[config.mk]
export PLATFORM = sky130hd
export DESIGN_NAME = result_display
export DESIGN_NICKNAME = d
export VERILOG_FILES = /design/src/rtl/display_pkg.sv /design/src/rtl/hex_to_7seg.sv /design/src/rtl/result_display.sv
export SDC_FILE = /design/constraint.sdc
export NUM_CORES = 1
export LEC_CHECK = 0
export ABC_AREA = 1
export BUFFER_PORTS_ARGS = -buffer_cell sky130_fd_sc_hd__buf_2
export CORE_MARGIN = 1
export CORE_UTILIZATION = 35
export DETAILED_ROUTE_END_ITERATION = 8
export GPL_TIMING_DRIVEN = 0
export PLACE_DENSITY = 0.62
export SLEW_MARGIN = 20
export SYNTH_ARGS = -nofsm -noshare
export SYNTH_HDL_FRONTEND = slang
export SYNTH_SLANG_ARGS = --single-unit
[constraint.sdc]
create_clock -name clk -period 1.5 [get_ports clk]
set_input_delay 0.15 -clock clk [delete_from_list [all_inputs] [get_ports clk]]
set_output_delay 0.15 -clock clk [all_outputs]
set_load 0.02 [all_outputs]
[src/rtl/display_pkg.sv]
// Shared types and constants for the result display: digit count, blank
// pattern and the active-low hex-to-segment table.
package display_pkg;

    localparam int DIGITS = 4;

    typedef logic [6:0] seg_t;

    localparam seg_t SEG_BLANK = 7'h7F;

    // Segment order {g,f,e,d,c,b,a}, active-low; entry 15 first.
    localparam logic [15:0][6:0] HEX7_TAB = {
        7'h0E, 7'h06, 7'h21, 7'h46, 7'h03, 7'h08, 7'h10, 7'h00,
        7'h78, 7'h02, 7'h12, 7'h19, 7'h30, 7'h24, 7'h79, 7'h40
    };

    typedef struct packed {
        logic       vld;
        logic [3:0] val;
    } slot_t;

    function automatic seg_t hex7(input logic [3:0] v);
        return HEX7_TAB[v];
    endfunction

endpackage

[src/rtl/hex_to_7seg.sv]
// Combinational hex digit to active-low seven-segment decoder.
module hex_to_7seg
    import display_pkg::*;
(
    input  logic [3:0] hex,
    output seg_t       seg
);

    assign seg = hex7(hex);

endmodule

[src/rtl/result_display.sv]
// Captures solution on each dv rising edge into a 4-deep newest-first history
// and scans it onto four active-low seven-segment digits.
module result_display
    import display_pkg::*;
#(
    parameter int REFRESH_DIV = 4
) (
    input  logic       clk,
    input  logic       reset,
    input  logic [3:0] solution,
    input  logic       dv,
    input  logic       hold,
    output logic [6:0] seg,
    output logic [3:0] an,
    output logic [7:0] result_cnt
);

    localparam int DW = (REFRESH_DIV > 1) ? $clog2(REFRESH_DIV) : 1;
    localparam logic [DW-1:0] DIV_LAST = DW'(REFRESH_DIV - 1);

    slot_t [DIGITS-1:0] hist;
    logic [DW-1:0]      div;
    logic [1:0]         idx;
    logic               dv_q;
    logic               new_res;
    slot_t              cur;
    seg_t               dec_seg;

    // dv_q follows dv even under hold, so an edge swallowed by hold is gone.
    assign new_res = dv & ~dv_q & ~hold;
    assign cur     = hist[idx];

    hex_to_7seg u_dec (
        .hex (cur.val),
        .seg (dec_seg)
    );

    always_ff @(posedge clk) begin
        if (reset) begin
            hist       <= '0;
            div        <= '0;
            idx        <= '0;
            dv_q       <= 1'b0;
            result_cnt <= '0;
            seg        <= SEG_BLANK;
            an         <= 4'hF;
        end else begin
            dv_q <= dv;

            if (new_res) begin
                hist <= {hist[DIGITS-2:0], {1'b1, solution}};
                if (result_cnt != 8'hFF)
                    result_cnt <= result_cnt + 8'd1;
            end

            if (div == DIV_LAST) begin
                div <= '0;
                idx <= idx + 2'd1;
            end else begin
                div <= div + 1'b1;
            end

            // Outputs use pre-update idx/history: one cycle of display latency.
            an  <= ~(4'b0001 << idx);
            seg <= cur.vld ? dec_seg : SEG_BLANK;
        end
    end

endmodule

==> impl_metrics.env, run 1 <==
export IMPL_antennaDiodeCount=0
export IMPL_design_portCount=27
export IMPL_power_internal_mw=1.85
export IMPL_wire_per_inst_um=10.7
export IMPL_num_rows=27
export IMPL_die_x_um=77.4
export IMPL_root_buffer="clkbuf_8"
export IMPL_synthDominantAreaCellType="dfxtp_1"
export IMPL_cts_tree="built"
export IMPL_p_leak_nw=1.13
export IMPL_fillCellCount=564
export IMPL_drt_total_wl_um=4210
export IMPL_sw_frac_of_total_pct=28.1
export IMPL_synth_cells=272
export IMPL_vias=1790
export IMPL_holdBufCountCts=0
export IMPL_numCtsBuffers=5
export IMPL_synthesis_area_um2=1990
export IMPL_syn_area_per_cell_um2=7.31
export IMPL_postLayoutCoreUtil_pct=46.7
export IMPL_r2r_start="idx[0]"
export IMPL_synth_top_area_share_pct=44.3
export IMPL_dieArea_um2=5990
export IMPL_drtPass1Iterations=4
export IMPL_clock_path_buffers=2
export IMPL_drtIter0Drc=149
export IMPL_crit_path_end="seg[3]"
export IMPL_cp_cell_sequence="inv_4, buf_6, nand2_1, nand3_2, nand2_4, ha_4, nand3b_1, nand3_1, nand2_1, nand2_1"
export IMPL_yosysSeqAreaShare_pct=44.3
export IMPL_start_kind="flip-flop"
export IMPL_cap_violations=0
export IMPL_met3_usage_pct=3.29
export IMPL_grt_util_met1_pct=18.5
export IMPL_nets=341
export IMPL_grt_start_max_net_pins=13
export IMPL_die_y_um=77.4
export IMPL_via_per_inst=4.55
export IMPL_placed_area_um2=2220
export IMPL_drive_gt1_share_pct=27.4
export IMPL_use_met2_pct=24.4
export IMPL_seqPwrFrac_pct=49.4
export IMPL_yosys_area_share_xor_xnor_pct=0
export IMPL_min_path_cells=3
export IMPL_register_area_um2=888
export IMPL_vdd_drop_max_mv=0.346
export IMPL_worst_slew_pin_slew_ns=0.471
export IMPL_multi_input_area_um2=1110
export IMPL_ys_async_sr_fraction_pct=0
export IMPL_relSlewSlack_pct=68.6
export IMPL_antenna_left=0
export IMPL_cp_arrival_ns=1.64
export IMPL_synth_edf_count=0
export IMPL_powerDensity_nw_per_um2=1000
export IMPL_skew_ns=0.00496
export IMPL_critical_path_class="flip-flop to flip-flop"
export IMPL_synthFlopType="dfxtp_1"
export IMPL_yosysMostFrequentCell="nor2_1"
export IMPL_core_area_um2=5510
export IMPL_grt_total_usage_pct=14.6
export IMPL_cp_max_fo=6
export IMPL_yosys_area_share_adder_pct=7.55
export IMPL_synth_top_family_by_area="simple AND/OR/NAND/NOR gates"
export IMPL_synth_compound_area_share_pct=9.00
export IMPL_insertion_delay_ns=0.29
export IMPL_finalSetupViolCount=0
export IMPL_power_switching_mw=0.723
export IMPL_final_max_slew_violation_count=0
export IMPL_dpl_hpwl_um=2770
export IMPL_post_route_cell_area_um2=2570
export IMPL_cpPeakStageDelay_ns=0.37
export IMPL_port_buffers=26
export IMPL_r2r_setup_slack_ns=0.05
export IMPL_startpoint="idx[0]"
export IMPL_cts_reportedPaths_clkPinSlew_ns=0.08
export IMPL_grt_overflow=0
export IMPL_setup_worst_path_end_class="flip-flop"
export IMPL_r2r_end="seg[3]"
export IMPL_clock_sinks=44
export IMPL_post_route_min_period_ns=1.45
export IMPL_ys_warn_count=0
export IMPL_yosys_top_cells_count="nor2_1 (62), nand2_1 (58), dfxtp_1 (44)"
export IMPL_finalPower_mw=2.58
export IMPL_grt_busiest_layer="met2"
export IMPL_crit_path_frequent_cell="nand2_1"
export IMPL_grt_pass1_vias=1540
export IMPL_hold_viol_final=0
export IMPL_power_frac_clock_pct=30.4
export IMPL_synth_seq_cells=44
export IMPL_floorplan_initialDensity_pct=36.1
export IMPL_antenna_found_initial=0
export IMPL_crit_slowest_cell="dfxtp_4"
export IMPL_critPathRequiredTime_ns=1.70
export IMPL_outcome="finished clean"
export IMPL_synth_nets=292
export IMPL_place_gp_congestion=0.778
export IMPL_rsz0062_at_grt="true"
export IMPL_synthTopCellsByArea="dfxtp_1 (44%), nor2_1 (12%), nand2_1 (11%)"
export IMPL_htree_levels=2
export IMPL_area_growth_pct=29.3
export IMPL_ys_types=25
export IMPL_drcViolationCount=0
export IMPL_comb_power_share_pct=20.2
export IMPL_fmaxAchievable_ghz=0.691
export IMPL_yosys_mux_area_fraction_pct=0
export IMPL_grt_pass1_wl_um=7040
export IMPL_worstRegToRegCells=10
export IMPL_yosys_area_share_simple_pct=33.6
export IMPL_hold_class="primary input to flip-flop"
export IMPL_post_route_period_util_pct=96.4
-- area by class of cell --
| cell class | count | share of cell area, % |
|---|---|---|
| buffer | 8 | 2.38 |
| clock buffer | 7 | 3.75 |
| inverter | 16 | 2.77 |
| multi-input combinational | 204 | 43.2 |
| sequential | 44 | 34.5 |
| tap | 72 | 3.50 |
| timing repair buffer | 42 | 9.88 |
-- stage by stage --
step                std cells  TNS, ns  setup WS [ns]  hold slack [ns]
floorplan                 272        0         0.0342            0.219
global placement          370    -1.29         -0.242            0.372
detailed placement        370    -1.37         -0.257            0.378
CTS                       383        0         0.0119           0.0694
global route              393  -0.0899        -0.0377           0.0823
finish                    393        0         0.0538           0.0750
-- how the worst min path moves through the flow --
| stage | from | to | slack, ns |
|---|---|---|---|
| global placement | solution[0] | hist[0] | 0.37 |
| CTS | solution[0] | hist[0] | 0.07 |
| global route | solution[1] | hist[1] | 0.08 |
| floorplan | reset | result_cnt[1] | 0.22 |
| detailed placement | solution[0] | hist[0] | 0.38 |
| finish | solution[1] | hist[1] | 0.08 |
-- sequential cells by signal, summed over array words and instances, names as in the netlist --
register	count
result_cnt	8
dv_q	1
idx	2
seg	7
hist	20
an	4
div	2
-- cells in the final DEF, fill, tap and decap left out, drive strengths merged --
cell type / n
a31oi: 1
or2: 1
buf: 45
nand3: 27
dfxtp: 44
nor3: 3
inv: 15
o21a: 1
nor3b: 1
clkbuf: 12
clkinvlp: 1
a21oi: 6
nand2: 61
nand3b: 1
ha: 12
o21ai: 27
nor2: 63
-- what timing repair did --
action                                 4_1_cts  5_1_grt
setup endpoints to repair                    7       27
cloned                                       0        0
pin swaps                                    3        7
endpoints found under the hold margin        0        0
buffers inserted                             6       10
gates resized for setup                     17       20
-- power groups by stage --
| stage | Clock, mW | Combinational [mW] | Sequential (mW) |
|---|---|---|---|
| 2_1_floorplan | 0 | 0.277 | 1.33 |
| 3_3_place_gp | 0 | 0.402 | 1.30 |
| 3_5_place_dp | 0 | 0.409 | 1.30 |
| 4_1_cts | 0.818 | 0.462 | 1.28 |
| 5_1_grt | 0.858 | 0.582 | 1.28 |
| 6_report | 0.784 | 0.520 | 1.27 |
-- cell families (layout without fill, tap and decap cells) --
kind of cell | count (synthesis) | after routing
compound gates | 35 | 35
fa+ha+maj | 12 | 12
buf+inv | 24 | 73
flops | 44 | 44
simple gates | 157 | 157
-- worst max-delay path: cells and delay by family (launching register included) --
family / cells / cell delay [ns]
AND/OR/NAND/NOR: 7 / 0.51
flip-flops: 1 / 0.37
adder cells (fa/ha/maj): 1 / 0.29
buffers and inverters: 2 / 0.18
-- layer usage --
metal / vias to the layer above / part of all wire, %
met4: 0 / 0.67
met2: 23 / 47
met3: 3 / 2.3
li1: 976 / -
met1: 788 / 49
met5: - / 0
(Power assumes the default switching activity.)
==> run 2: changes to the inputs <==
- RECOVER_POWER: unset -> 100
==> run 2 against run 1 <==
  * Non-clock buffer count is the same
  * Clock-buffer cell count stayed put
  * Sequential power is essentially flat
  * Hold slack hardly changed
  * Via count barely moved
  * Register-to-register slack about the same
  * Worst setup slack about the same
  * Combinational power shrank 1%
  * Cell count stayed put
  * Critical endpoint unchanged
==> impl_metrics.env, run 2 (synthesized netlist as in run 1, its figures left out) <==
export IMPL_outcome="finished clean"
export IMPL_grt_overflow=0
export IMPL_core_area_um2=5510
export IMPL_drtPass1Iterations=4
export IMPL_fin_cells=393
export IMPL_setup_worst_path_end_class="flip-flop"
export IMPL_fin_ws_ns=0.0538
export IMPL_cp_max_fo=6
export IMPL_finalSetupViolCount=0
export IMPL_whs_ns=0.0750
export IMPL_dpl_hpwl_um=2770
export IMPL_crit_path_end="seg[3]"
export IMPL_grt_total_usage_pct=14.6
export IMPL_largest_reg_flops=20
export IMPL_place_gp_congestion=0.778
export IMPL_fillCellCount=563
export IMPL_vdd_drop_max_mv=0.346
export IMPL_cap_violations=0
export IMPL_skew_ns=0.00496
export IMPL_hold_class="primary input to flip-flop"
export IMPL_design_portCount=27
export IMPL_post_route_min_period_ns=1.45
export IMPL_vias=1791
export IMPL_clock_path_buffers=2
export IMPL_setup_tns_final_ns=0
export IMPL_numCtsBuffers=5
export IMPL_dieArea_um2=5990
export IMPL_antenna_found_initial=0
export IMPL_start_kind="flip-flop"
export IMPL_rsz0062_at_grt="true"
export IMPL_startpoint="idx[0]"
export IMPL_via_per_inst=4.56
export IMPL_relSlewSlack_pct=68.6
export IMPL_floorplan_initialDensity_pct=36.1
export IMPL_layout_common_cells="nor2_1 (58), nand2_1 (53), dfxtp_1 (42)"
export IMPL_grt_pass1_wl_um=7040
export IMPL_r2r_start="idx[0]"
export IMPL_cp_arrival_ns=1.64
export IMPL_antennaDiodeCount=0
export IMPL_nets=341
export IMPL_register_area_um2=888
export IMPL_powerDensity_nw_per_um2=1010
export IMPL_die_y_um=77.4
export IMPL_holdBufCountCts=0
export IMPL_multi_input_area_um2=1110
export IMPL_p_leak_nw=1.10
export IMPL_num_rows=27
export IMPL_post_route_period_util_pct=96.4
export IMPL_postLayoutCoreUtil_pct=46.4
export IMPL_drcViolationCount=0
export IMPL_critical_path_class="flip-flop to flip-flop"
export IMPL_drtIter0Drc=129
export IMPL_cts_reportedPaths_clkPinSlew_ns=0.08
export IMPL_reg_top3="hist: 20 flops, result_cnt: 8 flops, seg: 7 flops"
export IMPL_drive_gt1_share_pct=23.1
export IMPL_worst_slew_pin_slew_ns=0.471
export IMPL_final_common_cell="nor2_1"
export IMPL_regMostFlops="hist"
export IMPL_cts_tree="built"
export IMPL_drt_total_wl_um=4230
export IMPL_htree_levels=2
export IMPL_die_x_um=77.4
export IMPL_port_buffers=26
export IMPL_worstRegToRegCells=10
export IMPL_antenna_left=0
export IMPL_grt_pass1_vias=1540
export IMPL_critPathRequiredTime_ns=1.70
export IMPL_r2r_setup_slack_ns=0.05
export IMPL_area_growth_pct=28.4
export IMPL_place_inst=370
export IMPL_wire_per_inst_um=10.8
export IMPL_insertion_delay_ns=0.29
export IMPL_final_max_slew_violation_count=0
export IMPL_root_buffer="clkbuf_8"
export IMPL_dp_slack_ns=-0.257
export IMPL_clock_sinks=44
export IMPL_r2r_end="seg[3]"
export IMPL_fmaxAchievable_ghz=0.691
export IMPL_grt_start_max_net_pins=13
export IMPL_hold_viol_final=0
==> run 2: where the power goes <==
group | leakage, nW | switching, mW | internal [mW]
Combinational | 0.689 | 0.312 | 0.202
Clock | 0.0503 | 0.373 | 0.410
Sequential | 0.362 | 0.0387 | 1.24
==> run 2: timing repair <==
item	in CTS	in global routing
gates resized for setup	17	20
buffers inserted	6	10
cloned	0	0
pin swaps	3	7
endpoints found under the setup margin	7	27
==> run 2: worst min path at each step <==
stage                           start             to  slack, ns  cells past startpoint
final                     solution[1]        hist[1]       0.08                      3
after CTS                 solution[0]        hist[0]       0.07                      3
after global routing      solution[1]        hist[1]       0.08                      3
after floorplan                 reset  result_cnt[1]       0.22                      1
after detailed placement  solution[0]        hist[0]       0.38                      3
after global placement    solution[0]        hist[0]       0.37                      3
==> run 2: metrics by stage <==
stage | total power, mW | instance area [um^2]
floorplan | 1.60 | 2000
CTS | 2.56 | 2430
detailed placement | 1.71 | 2220
finish | 2.57 | 2550
global placement | 1.70 | 2220
global route | 2.72 | 2550
==> run 2: routing by layer <==
| metal | vias to the layer above | part of all wire, % | track usage [%] |
|---|---|---|---|
| met1 | 789 | 50 | 18.5 |
| met3 | 3 | 2.5 | 3.29 |
| met5 | - | 0 | 0 |
| li1 | 976 | - | - |
| met2 | 23 | 47 | 24.4 |
| met4 | 0 | 0.66 | 5.09 |
==> run 2: area by class of cell <==
class / count / area share, %
Buffer: 8 / 2.40
Sequential cell: 44 / 34.8
Timing Repair Buffer: 42 / 9.26
Multi-Input combinational cell: 204 / 43.5
Tap cell: 72 / 3.53
Inverter: 16 / 2.79
Clock buffer: 7 / 3.77
==> run 2: critical path, cell delays in order, from the launching register on <==
cell and delay, ns:
dfxtp_4 0.37, inv_4 0.07, buf_6 0.11, nand2_1 0.06, nand3_2 0.08, nand2_4 0.10, ha_4 0.29, nand3b_1 0.10
nand3_1 0.07, nand2_1 0.06, nand2_1 0.04
